## src/rtl/y86_stage_sequencer.sv

```systemverilog
// Y86-64 SEQ multi-cycle controller: owns the PC, sequences one-hot
// stage enables, waits on data memory and reports architectural status.
module y86_stage_sequencer #(
  parameter logic [63:0] RESET_PC    = 64'd32,
  parameter int          CNT_W       = 32,
  parameter int          MEM_TIMEOUT = 16
) (
  input  logic             clk,
  input  logic             rst_n,
  input  logic             start,
  input  logic [3:0]       icode,
  input  logic             instr_valid,
  input  logic             imem_error,
  input  logic             dmem_ready,
  input  logic             dmem_error,
  input  logic [63:0]      updated_pc,
  output logic [63:0]      pc,
  output logic             en_fetch,
  output logic             en_decode,
  output logic             en_exec,
  output logic             en_mem,
  output logic             en_wb,
  output logic             en_pcup,
  output logic [2:0]       stat,
  output logic             running,
  output logic [CNT_W-1:0] cycle_cnt,
  output logic [CNT_W-1:0] retired_cnt
);

  localparam int TW = $clog2(MEM_TIMEOUT + 1);
  localparam logic [TW-1:0] T_LAST = TW'(MEM_TIMEOUT - 1);
  localparam logic [CNT_W-1:0] CNT_MAX = '1;

  typedef enum logic [3:0] {
    S_IDLE,
    S_FETCH,
    S_DECODE,
    S_EXECUTE,
    S_MEMORY,
    S_WRITEBACK,
    S_PCUPD,
    S_HALTED,
    S_FAULT
  } state_t;

  state_t        state, state_nx;
  logic [2:0]    stat_nx;
  logic [TW-1:0] tcnt, tcnt_nx;
  logic          ret_inc;
  logic          pc_ld;
  logic          mem_op;

  assign mem_op = icode inside {4'h4, 4'h5, 4'h8, 4'h9, 4'hA, 4'hB};

  always_comb begin
    state_nx = state;
    stat_nx  = stat;
    tcnt_nx  = tcnt;
    ret_inc  = 1'b0;
    pc_ld    = 1'b0;
    unique case (state)
      S_IDLE: begin
        if (start) state_nx = S_FETCH;
      end
      S_FETCH: begin
        if (imem_error) begin
          state_nx = S_FAULT;
          stat_nx  = 3'd3;
        end else if (!instr_valid || icode > 4'hB) begin
          state_nx = S_FAULT;
          stat_nx  = 3'd4;
        end else if (icode == 4'h0) begin
          state_nx = S_HALTED;
          stat_nx  = 3'd2;
          ret_inc  = 1'b1;
        end else begin
          state_nx = S_DECODE;
        end
      end
      S_DECODE: state_nx = S_EXECUTE;
      S_EXECUTE: begin
        state_nx = mem_op ? S_MEMORY : S_WRITEBACK;
        tcnt_nx  = '0;
      end
      S_MEMORY: begin
        // a late ready still beats the timeout on the same cycle
        if (dmem_ready) begin
          if (dmem_error) begin
            state_nx = S_FAULT;
            stat_nx  = 3'd3;
          end else begin
            state_nx = S_WRITEBACK;
          end
        end else if (tcnt == T_LAST) begin
          state_nx = S_FAULT;
          stat_nx  = 3'd3;
        end else begin
          tcnt_nx = tcnt + 1'b1;
        end
      end
      S_WRITEBACK: state_nx = S_PCUPD;
      S_PCUPD: begin
        state_nx = S_FETCH;
        pc_ld    = 1'b1;
        ret_inc  = 1'b1;
      end
      default: ;
    endcase
  end

  assign en_fetch  = (state == S_FETCH);
  assign en_decode = (state == S_DECODE);
  assign en_exec   = (state == S_EXECUTE);
  assign en_mem    = (state == S_MEMORY);
  assign en_wb     = (state == S_WRITEBACK);
  assign en_pcup   = (state == S_PCUPD);
  assign running   = en_fetch | en_decode | en_exec |
                     en_mem | en_wb | en_pcup;

  always_ff @(posedge clk or negedge rst_n) begin
    if (!rst_n) begin
      state       <= S_IDLE;
      pc          <= RESET_PC;
      stat        <= 3'd1;
      tcnt        <= '0;
      cycle_cnt   <= '0;
      retired_cnt <= '0;
    end else begin
      state <= state_nx;
      stat  <= stat_nx;
      tcnt  <= tcnt_nx;
      if (pc_ld) pc <= updated_pc;
      if (running && cycle_cnt != CNT_MAX)
        cycle_cnt <= cycle_cnt + 1'b1;
      if (ret_inc && retired_cnt != CNT_MAX)
        retired_cnt <= retired_cnt + 1'b1;
    end
  end

endmodule

```

## config.mk

```make
export PLATFORM = sky130hd
export DESIGN_NAME = y86_stage_sequencer
export DESIGN_NICKNAME = d
export VERILOG_FILES = /design/src/rtl/y86_stage_sequencer.sv
export SDC_FILE = /design/constraint.sdc
export NUM_CORES = 1
export LEC_CHECK = 0
export ABC_AREA = 0
export BUFFER_PORTS_ARGS = -buffer_cell sky130_fd_sc_hd__clkbuf_2
export CELL_PAD_IN_SITES_DETAIL_PLACEMENT = 1
export CELL_PAD_IN_SITES_GLOBAL_PLACEMENT = 2
export CORE_ASPECT_RATIO = 1.1
export CORE_MARGIN = 2
export CORE_UTILIZATION = 25
export CTS_CLUSTER_SIZE = 8
export DETAILED_ROUTE_END_ITERATION = 7
export PLACE_DENSITY_LB_ADDON = 0.1
export REMOVE_ABC_BUFFERS = 1
export SETUP_SLACK_MARGIN = 0.2
export SLEW_MARGIN = 20
export SYNTH_ARGS = -nofsm -noshare
export SYNTH_HDL_FRONTEND = slang
export SYNTH_SLANG_ARGS = --single-unit
export TNS_END_PERCENT = 100
```

## constraint.sdc

```tcl
create_clock -name clk -period 3 [get_ports clk]
set_input_delay 0 -clock clk [delete_from_list [all_inputs] [get_ports clk]]
set_output_delay 0 -clock clk [all_outputs]
set_load 0.005 [all_outputs]
```

### Word level (Yosys, flattened, before mapping)

Cells that the tools add are included.

* bits in registers: 140
* output and inout port bits: 138

* $lt $le $gt $ge: 1
* multiplexer cells: 24
* bitwise operators: 5
* reductions and logical operators: 13
* equal/unequal tests: 21
* add/subtract/negate cells: 3

Operators with widths (count)
* $add A32 B1 Y32 const B: 2
* $ne A32 B32 Y1 const B: 2
* $pmux W4 S7: 1
* $mux W4: 6
* $mux W3: 7
* $eq A4 B3 Y1 const B: 5
* $eq A4 B4 Y1 const B: 4
* $mux W5: 2
* $pmux W5 S2: 1
* $eq A4 B2 Y1 const B: 2
* $logic_not A4 Y1: 2
* $reduce_bool A7 Y1: 1
* $ne A2 B2 Y1 const B: 3
* $pmux W3 S2: 1
* $reduce_and A3 Y1: 2
* $reduce_bool A6 Y1: 1
* $add A5 B1 Y5 const B: 1
* $eq A5 B4 Y1 const B: 1
* $mux W1: 5
* $or A1 B1 Y1: 5
* $eq A4 B1 Y1 const B: 1
* $gt A4 B4 Y1 const B: 1
* $ne A4 B2 Y1 const B: 1
* $reduce_and A4 Y1: 1
* other kinds (7): 9

### Depth between registers and ports, before layout

* word-level depth: 7
* depth in mapped cells: 8

### Least setup slack after synthesis

OpenSTA, ideal clock, no wires.

* path type: reg2reg
* from: reg state[1]
* to: reg stat[2]
* required time: 2.875 ns
* arrival time: 2.095 ns
* path buffers: 1
* stages on the path, launching flop included: 6
* slack: 0.781 ns
* period minus slack after synthesis: 2.219 ns
* cell sequence: dfrtp_1 -> buf_4 -> or4b_1 -> nor3_1 -> o31a_1 -> mux2_2

* word-level cells in the longest chain between the ends: 3

Ends and longest elaborated chain
* start: declaration: RTL line 46 `state_t state, state_nx;`
* start signal: assignment: RTL line 129 `state <= state_nx;`
* $eq A4 B1 Y1 or $eq A4 B3 Y1 (tied branches): RTL line 61 `unique case (state)`
* $ne A4 B2 Y1 (no line) (tied with other cells)
* $reduce_and A4 Y1 (no line)
* end signal: assignment: RTL line 130 `stat <= stat_nx;`
* end: declaration: RTL line 24 `output logic [2:0] stat,`

Several ways; a longest one is shown, not always the timed one.
A chain may end at the register's enable or synchronous reset.

### Worst setup path in the final report

* from: reg state[0]
* to: reg retired_cnt[3]

* word-level cells in the longest chain between the ends: 3

Ends and longest elaborated chain
* $eq A4 B3 Y1 or $eq A4 B1 Y1 (tied branches): RTL line 61
* $pmux W1 S2 *: RTL line 61
* $logic_and A1 B1 Y1 *: RTL line 135 `if (ret_inc && retired_cnt != CNT_MAX)`
* end signal: assignment: RTL line 136 `retired_cnt <= retired_cnt + 1'b1;`
* end: declaration: RTL line 27 `output logic [CNT_W-1:0] retired_cnt`

Mark *: on every way between the ends. The rest lies on a longest branch, timed or not.

==> impl_metrics.json <==
{
  "ctsLongestPathBuffers": 2,
  "crit_buf_inv": 0,
  "path_clk_slew_ps": 60,
  "synthFlopType": "sky130_fd_sc_hd__dfrtp_1",
  "pin_count_of_the_biggest_net_entering_global_routing": 70,
  "hold_end": "state[2]",
  "grt_first_pass_wirelength_microns": 29410,
  "violations": "negative hold slack",
  "postRouteWirelength_microns": 18180,
  "timing.max_cap.violations": 0,
  "worstSetupStartpointType": "register",
  "critical_path.startpoint": "state[0]",
  "worst_r2r_path_depth": 6,
  "globalplace.congestion": 0.7511,
  "clock_tree.htree_level_count": 4,
  "crit_path_top_delay_cell": "sky130_fd_sc_hd__dfrtp_1",
  "vias": 4883,
  "critical_path_class": "register to register",
  "timing.critical_path.fanout_max": 14,
  "min_from": "dmem_error",
  "reg2reg_from": "state[0]",
  "layout_worst_path_cycle_share_pct": 85.71,
  "cell_count_after_synthesis": 482,
  "mostFrequentLayoutCell": "sky130_fd_sc_hd__clkbuf_2",
  "multi_input_combinational_cell_area_sq_um": 2496,
  "slew_viol_final": 0,
  "row_count": 60,
  "warnings_synthesis": 0,
  "cp.required_ps": 3340,
  "timing.clock.skew_ps": 14.83,
  "cts-buffers-inserted": 17,
  "cts.hold.buffers_added": 67,
  "crit_arrival_ps": 2910,
  "die_area_sq_um": 25790,
  "buffer_ports.inserted": 212,
  "timing.final.crit_period_ps": 2571,
  "core_area_sq_um": 24250,
  "remaining_drc_errors": 0,
  "worst_hold_path.num_cells": 4,
  "via_count_of_the_first_global_routing_pass": 5237,
  "hold_path.class": "input port to register",
  "final_net_count": 850,
  "finalSetupTns_ps": 0,
  "worst_pin_slew_ps": 833.3,
  "setup_repair_after_global_routing_missed_its_margin": "false",
  "endpoint_kind": "register",
  "antenna_left": 0,
  "setup_violations": 0,
  "drt-initial-drc-count": 157,
  "ctsResizeCount": 0,
  "synth_edf_count": 0,
  "grt_antenna_before_repair": 0,
  "layout-area-overhead-vs-synth_pct": 43.96,
  "fp.dieW_microns": 153.3,
  "io_pins": 213,
  "cts_root_buffer": "sky130_fd_sc_hd__clkbuf_16",
  "timing.rr.end": "retired_cnt[3]",
  "max_clock_freq_mhz": 388.9,
  "overflow": 0,
  "layout.core_utilization_pct": 36.40,
  "synth.distinct_cells": 49,
  "postSynth.asyncResetShare_pct": 100.0,
  "report.final.hold_viol_count": 1,
  "slew_headroom_pct": 44.45,
  "critical-path-top-delay-family": "simple AND/OR/NAND/NOR gates",
  "placement.cell_area_sq_um": 7556,
  "synth-seq-area-share_pct": 57.18,
  "post_syn_area_sq_um": 6131,
  "setup.reg_to_reg.worst_slack_ps": 430,
  "placement.setup.worst_slack_ps": 459.0,
  "insertedDiodeCount": 0,
  "fin_worst_hold_slack_ps": -3.325,
  "mostFrequentLayoutCells": "sky130_fd_sc_hd__clkbuf_2, sky130_fd_sc_hd__dfrtp_1, sky130_fd_sc_hd__mux2_2, sky130_fd_sc_hd__dlygate4sd3_1, sky130_fd_sc_hd__xnor2_1",
  "clock_sinks": 140,
  "post-cts-setup-buffers": 0,
  "static-leakage-power_uw": 0.004507,
  "clock_insertion_delay_worst_skew_ps": 430,
  "postLayoutSetupSlackWorst_ps": 428.8,
  "ys_seq_elements": 140,
  "drive_gt1_share_pct": 42.22,
  "tritoncts": "yes",
  "detail_route.vias_per_cell": 4.463,
  "hpwlAfterDp_microns": 12740,
  "detail_route.first_pass.iterations": 4,
  "synthesis.area_per_instance_sq_um": 12.72,
  "power-per-cell-area_nw_per_um2": 723.8,
  "critical_path.max_stage_delay_ps": 640,
  "start_util_pct": 25.28,
  "timing.critical_path.cells": "nor4b_4 -> and4b_1 -> nor2_2 -> nor2_1 -> and4_1 -> xor2_1",
  "total_track_usage_pct": 14.43,
  "fin_area_sq_um": 8826,
  "vdd_drop_max_mv": 0.3189,
  "die_h_microns": 168.2,
  "layout.filler_cells": 2680,
  "run_status": "complete, but fails checks",
  "seq_area_sq_um": 3506,
  "worstSetupPathDepth": 6,
  "routedWlPerCell_microns": 16.62
}
## where the power goes
part	switching, uW	internal [uW]
sequential	364	2410
combinational	589	844
clock	863	1310
total	1820	4570
## how the worst max path moves through the flow
stage	endpoint
after floorplan	retired_cnt[26]
after global placement	retired_cnt[4]
after detailed placement	retired_cnt[3]
after CTS	retired_cnt[3]
after global routing	retired_cnt[5]
final	retired_cnt[3]
## cells in the mapped netlist, drive strengths merged, types with 3 or more instances
cell type  instances  area [sq um]
and4               8         70.07
nand4             20         131.4
dfrtp            138          3453
o21ai              5         25.02
xor2              25         219.0
or3                4         35.03
nand2             22         82.58
and3              15         93.84
buf               11         78.82
xnor2             39         341.6
clkbuf             4         15.01
nor3              14         81.33
nand2b             3         18.77
inv               11         41.29
nand3             30         150.1
mux2              68         765.7
nor4              11         117.6
nor2              23         88.84
ha                 4         50.05
## worst reg2reg max path, delay by kind of cell, from the launching register on
kind             cells  cell delay [ps]
XOR/XNOR             1              160
flip-flops           1              640
AND/OR/NAND/NOR      5             1710
## layout make-up
cell class              instances  share of cell area (%)
flip-flops and latches        140                   39.72
repair buffers                285                   20.34
clock buffers                  19                   4.905
multi-input cells             316                   28.28
inverters                      11                  0.4678
well taps                     310                   4.395
clock inverters                13                   1.885
## metrics by stage
stage	std cells	power, uW
2_1_floorplan	467	3369
5_1_grt	1094	6802
6_report	1094	6388
3_5_place_dp	995	4201
4_1_cts	1094	6506
3_3_place_gp	995	4151
## registers in the layout (all words and copies together), names as in the netlist
name / cells
cycle_cnt: 32
pc: 64
retired_cnt: 32
stat: 3
state: 4
tcnt: 5
## cell families (layout without fill, tap and decap cells)
kind of cell               after synthesis  after routing  synth area share (%)
buffers and inverters                   26            328                 2.204
AOI/OAI and AO/OA                       17             17                 1.857
and+or+nand+nor                        161            161                 15.98
adders and majority gates                4              4                0.8164
DFF                                    140            140                 57.18
muxes                                   70             70                 12.82
xor gates and xnor gates                64             64                 9.143
## per-layer routing
metal  part of all wire, %  track usage [%]
met5                     0                0
met4                   1.8            5.072
met3                   6.1            4.093
met2                    45            22.19
met1                    47            19.49
Note: power is estimated with default switching activity, not from simulation.
